[config.mk]
export PLATFORM = sky130hd
export DESIGN_NAME = mips_multicycle_ctrl
export DESIGN_NICKNAME = d
export VERILOG_FILES = /design/src/rtl/mips_multicycle_ctrl.sv
export SDC_FILE = /design/constraint.sdc
export NUM_CORES = 1
export LEC_CHECK = 0
export BUFFER_PORTS_ARGS = -buffer_cell sky130_fd_sc_hd__buf_2
export CAP_MARGIN = 20
export CORE_MARGIN = 3
export CORE_UTILIZATION = 25
export CTS_BUF_LIST = sky130_fd_sc_hd__clkbuf_4
export CTS_CLUSTER_SIZE = 16
export DETAILED_ROUTE_END_ITERATION = 8
export GPL_ROUTABILITY_DRIVEN = 1
export REMOVE_ABC_BUFFERS = 1
export SETUP_SLACK_MARGIN = 0.15
export SYNTH_ARGS = -nofsm -noshare
export SYNTH_HDL_FRONTEND = slang
export SYNTH_SLANG_ARGS = --single-unit
[constraint.sdc]
create_clock -name clk -period 2 [get_ports clk]
set_input_delay 0.1 -clock clk [delete_from_list [all_inputs] [get_ports clk]]
set_output_delay 0.1 -clock clk [all_outputs]
set_load 0.005 [all_outputs]
[src/rtl/mips_multicycle_ctrl.sv]
// mips_multicycle_ctrl: main control FSM sequencing the multicycle MIPS datapath
module mips_multicycle_ctrl #(
  parameter bit MEM_WAIT_EN = 1'b1
) (
  input  logic       clk,
  input  logic       reset,
  input  logic [5:0] opcode,
  input  logic       zero,
  input  logic       mem_ready,
  output logic [3:0] state_o,
  output logic [2:0] alu_op,
  output logic       alu_src_a,
  output logic [1:0] alu_src_b,
  output logic       i_or_d,
  output logic       mem_read,
  output logic       mem_write,
  output logic       ir_write,
  output logic       pc_write,
  output logic [1:0] pc_source,
  output logic       reg_dst,
  output logic       mem_to_reg,
  output logic       reg_write,
  output logic       instr_done,
  output logic       illegal_op
);
  typedef enum logic [3:0] {
    FETCH = 4'd0, DECODE = 4'd1, MEM_ADDR = 4'd2, MEM_RD = 4'd3,
    MEM_WB = 4'd4, MEM_WR = 4'd5, EXEC_R = 4'd6, R_WB = 4'd7,
    EXEC_I = 4'd8, I_WB = 4'd9, BRANCH = 4'd10, JUMP = 4'd11
  } state_t;
  localparam logic [5:0] OP_R = 6'b000000, OP_ADDI = 6'b001000, OP_ORI = 6'b001101,
                         OP_LW = 6'b100011, OP_SW = 6'b101011, OP_BEQ = 6'b000100,
                         OP_BNE = 6'b000101, OP_J = 6'b000010;
  state_t state, next;
  logic rdy, mw, iw, pw, rw, dn, il;
  assign rdy = MEM_WAIT_EN ? mem_ready : 1'b1;
  always_ff @(posedge clk)
    state <= !reset ? FETCH : next;
  always_comb begin
    next = FETCH;
    alu_op = 3'b000;
    alu_src_a = 1'b0;
    alu_src_b = 2'b00;
    i_or_d = 1'b0;
    mem_read = 1'b0;
    mw = 1'b0;
    iw = 1'b0;
    pw = 1'b0;
    pc_source = 2'b00;
    reg_dst = 1'b0;
    mem_to_reg = 1'b0;
    rw = 1'b0;
    dn = 1'b0;
    il = 1'b0;
    case (state)
      FETCH: begin
        mem_read = 1'b1;
        alu_src_b = 2'b01;
        alu_op = 3'b100;
        iw = rdy;
        pw = rdy;
        next = rdy ? DECODE : FETCH;
      end
      DECODE: begin
        alu_src_b = 2'b11;
        alu_op = 3'b100;
        case (opcode)
          OP_R:           next = EXEC_R;
          OP_ADDI, OP_ORI: next = EXEC_I;
          OP_LW, OP_SW:   next = MEM_ADDR;
          OP_BEQ, OP_BNE: next = BRANCH;
          OP_J:           next = JUMP;
          default:        il = 1'b1;
        endcase
      end
      MEM_ADDR: begin
        alu_src_a = 1'b1;
        alu_src_b = 2'b10;
        alu_op = opcode == OP_LW ? 3'b010 : 3'b011;
        next = opcode == OP_LW ? MEM_RD : MEM_WR;
      end
      MEM_RD: begin
        i_or_d = 1'b1;
        mem_read = 1'b1;
        next = rdy ? MEM_WB : MEM_RD;
      end
      MEM_WB: begin
        mem_to_reg = 1'b1;
        rw = 1'b1;
        dn = 1'b1;
      end
      MEM_WR: begin
        i_or_d = 1'b1;
        mw = 1'b1;
        dn = rdy;
        next = rdy ? FETCH : MEM_WR;
      end
      EXEC_R: begin
        alu_src_a = 1'b1;
        alu_op = 3'b111;
        next = R_WB;
      end
      R_WB: begin
        reg_dst = 1'b1;
        rw = 1'b1;
        dn = 1'b1;
      end
      EXEC_I: begin
        alu_src_a = 1'b1;
        alu_src_b = 2'b10;
        alu_op = opcode == OP_ORI ? 3'b101 : 3'b100;
        next = I_WB;
      end
      I_WB: begin
        rw = 1'b1;
        dn = 1'b1;
      end
      BRANCH: begin
        alu_src_a = 1'b1;
        alu_op = 3'b001;
        pc_source = 2'b01;
        pw = opcode == OP_BNE ? ~zero : zero;
        dn = 1'b1;
      end
      JUMP: begin
        pc_source = 2'b10;
        pw = 1'b1;
        dn = 1'b1;
      end
      default: next = FETCH;
    endcase
  end
  // an aborted instruction must commit nothing while reset is held low
  assign mem_write = mw & reset;
  assign ir_write = iw & reset;
  assign pc_write = pw & reset;
  assign reg_write = rw & reset;
  assign instr_done = dn & reset;
  assign illegal_op = il & reset;
  assign state_o = state;
endmodule

==> flow_metrics.env <==
export IMPL_outcome="finished clean"
export IMPL_n_antenna_cell=0
export IMPL_max_slew_margin_rel_pct=75.9
export IMPL_hold_violations=0
export IMPL_clock_latency_ns=0.23
export IMPL_netSwitchingFraction_pct=32.4
export IMPL_antenna_found_initial=0
export IMPL_start_util_pct=26.9
export IMPL_cts_tree="done"
export IMPL_yosysUniqueCellTypes=34
export IMPL_clkTransAtPathRegs_ns=0.04
export IMPL_clkPwrFrac_pct=35.2
export IMPL_post_route_util_pct=35.9
export IMPL_postSynthCellCount=108
export IMPL_drc=0
export IMPL_cts_buffers=3
export IMPL_nets=150
export IMPL_p_sw_uw=90.3
export IMPL_setup_tns_ns=0
export IMPL_slew_violations=0
export IMPL_synth_seq_cells=4
export IMPL_fin_skew_ns=0.00145
export IMPL_wl_per_cell_um=12.7
export IMPL_hold_class="in2reg"
export IMPL_fin_crit_sh_pct=80.4
export IMPL_cts_sinks=4
export IMPL_gp_congestion=0.807
export IMPL_numPortBuffers=31
export IMPL_antenna_left=0
export IMPL_reg2reg_from="state_o[1]"
export IMPL_dp_slack_ns=0.400
export IMPL_rr_worst_depth=5
export IMPL_required_ns=1.90
export IMPL_grt_overflow=0
export IMPL_postSynth_asyncResetShare_pct=0
export IMPL_setup_viol=0
export IMPL_area_delta_synth_final_pct=33.4
export IMPL_place_hpwl_um=1660
export IMPL_finalCriticalPeriod_ns=1.61
export IMPL_critPathLaunchType="flop"
export IMPL_worst_slew_pin_slew_ns=0.359
export IMPL_postCtsHoldBufs=0
export IMPL_intPower_uw=189
export IMPL_via_per_inst=5.40
export IMPL_p_total_uw=279
export IMPL_die_h_um=58.1
export IMPL_critical_path_class="reg2out"
export IMPL_dieArea_um2=3370
export IMPL_max_cap_violations=0
export IMPL_fillCellCount=299
export IMPL_drt_iter0_markers=20
export IMPL_grt_usage_pct=13.5
export IMPL_max_freq_mhz=622
export IMPL_cp_arrival_ns=1.51
export IMPL_grt_first_pass_wirelength_um=3640
export IMPL_crit_fanout=11
export IMPL_synth_edf_count=0
export IMPL_grt_start_max_net_pins=16
export IMPL_crit_start="state_o[3]"
export IMPL_cts_buffer_depth=2
export IMPL_syn_cell_area_um2=678
export IMPL_die_width_um=58.1
export IMPL_std_cell_rows=18
export IMPL_worstHoldEndpoint="state_o[1]"
export IMPL_fin_cells=168
export IMPL_dr_pass1_iters=4
export IMPL_grt_setup_unrepaired="no"
export IMPL_irDropWorstVdd_mv=0.133
export IMPL_clockRootBuffer="clkbuf_4"
export IMPL_hold_depth=3
export IMPL_seqPwrFrac_pct=32.4
export IMPL_drt_wl_total_um=2130
export IMPL_power_density_nw_per_um2=308
export IMPL_fin_ws_ns=0.391
export IMPL_h_tree_depth=1
export IMPL_largest_reg_flops=4
export IMPL_syn_area_per_cell_um2=6.28
export IMPL_min_from="reset"
export IMPL_ys_seq_area_share_pct=11.8
export IMPL_combPwrFrac_pct=32.4
export IMPL_synth_warnings=0
export IMPL_reg2reg_to="state_o[2]"
export IMPL_reg2reg_setup_slack_ns=0.56
export IMPL_ios=32
export IMPL_synth_ff_type="dfxtp_1"
export IMPL_core_um2=2520
export IMPL_p_leak_nw=0.372
export IMPL_dp_cells=165
export IMPL_grt_pass1_vias=816
export IMPL_drive_gt1_share_pct=31.9
export IMPL_num_vias=907
export IMPL_worstSetupEndpointType="primary output"
layout make-up:
class	count	area [µm²]	share of cell area, %
well taps	30	37.5	4.15
flip-flops and latches	4	83.8	9.27
repair buffers	35	185	20.5
clock buffers	3	22.5	2.49
multi-input cells	93	564	62.4
inverters	3	11.3	1.24
critical path, stage by stage, from the launching register on:
cell and delay (ns):
dfxtp_2 0.43, nand2b_1 0.15, nor3b_2 0.24, o21ai_1 0.09, a211oi_1 0.23, buf_2 0.15
worst max-delay path by stage:
| stage | slack (ns) | endpoint |
|---|---|---|
| floorplan | 0.48 | pc_write |
| global placement | 0.41 | pc_write |
| detailed placement | 0.40 | state_o[2] |
| CTS | 0.16 | pc_write |
| global route | 0.23 | pc_write |
| finish | 0.39 | pc_write |
metal layers:
layer	track usage (%)	part of all wire, %
met1	18.0	47
met2	21.9	48
met3	2.00	5.0
met4	4.97	0.19
met5	0	0
through the flow:
| stage | hold slack [ns] | cell area (µm²) |
|---|---|---|
| after floorplan | 0.265 | 648 |
| after global placement | 0.446 | 871 |
| after detailed placement | 0.453 | 871 |
| after CTS | 0.204 | 893 |
| after global routing | 0.223 | 905 |
| final | 0.211 | 905 |
logic make-up (layout without fill, tap and decap cells):
kind of cell / count (synthesis) / count (layout) / share of synthesized area, %
simple gates: 54 / 54 / 43.5
compound gates: 37 / 37 / 36.0
buf+inv: 11 / 41 / 6.09
flops: 4 / 4 / 11.8
xor+xnor: 2 / 2 / 2.58
what timing repair did:
action / CTS / global route
setup buffers: 0 / 0
endpoints found under the setup margin: 0 / 3
gates resized for setup: 0 / 5
cells in the final DEF, fill, tap and decap left out, types with 3 or more instances in the layout:
master      n
a211o_1     3
a21oi_1     9
a31oi_1     4
buf_2      31
buf_4       4
clkbuf_4    3
dfxtp_2     3
inv_1       3
nand2_1    10
nand2b_1    9
nor2_1     12
nor3_1      4
nor4_1      4
o2111ai_1   3
o21ai_0     7
cells in the mapped netlist (3+ instances only):
library cell / number / share of area (%)
nor4_1: 4 / 3.7
inv_1: 3 / 1.7
o2111ai_1: 3 / 3.9
nor3_1: 4 / 3.0
a21oi_1: 9 / 6.6
a211o_1: 3 / 3.9
nand2b_1: 9 / 8.3
o21ai_0: 7 / 5.2
nand2_1: 10 / 5.5
a31oi_1: 4 / 3.7
nor2_1: 13 / 7.2
clkbuf_1: 7 / 3.9
dfxtp_1: 4 / 12
power by group through the flow:
stage	Sequential [mW]	Combinational, mW	Clock (mW)
final	0.0904	0.0903	0.0982
after global placement	0.0902	0.0890	0
after detailed placement	0.0908	0.0897	0
after global routing	0.0916	0.102	0.108
after floorplan	0.0906	0.0459	0
after CTS	0.0897	0.0901	0.104
Power figures use the tool's default switching activity.
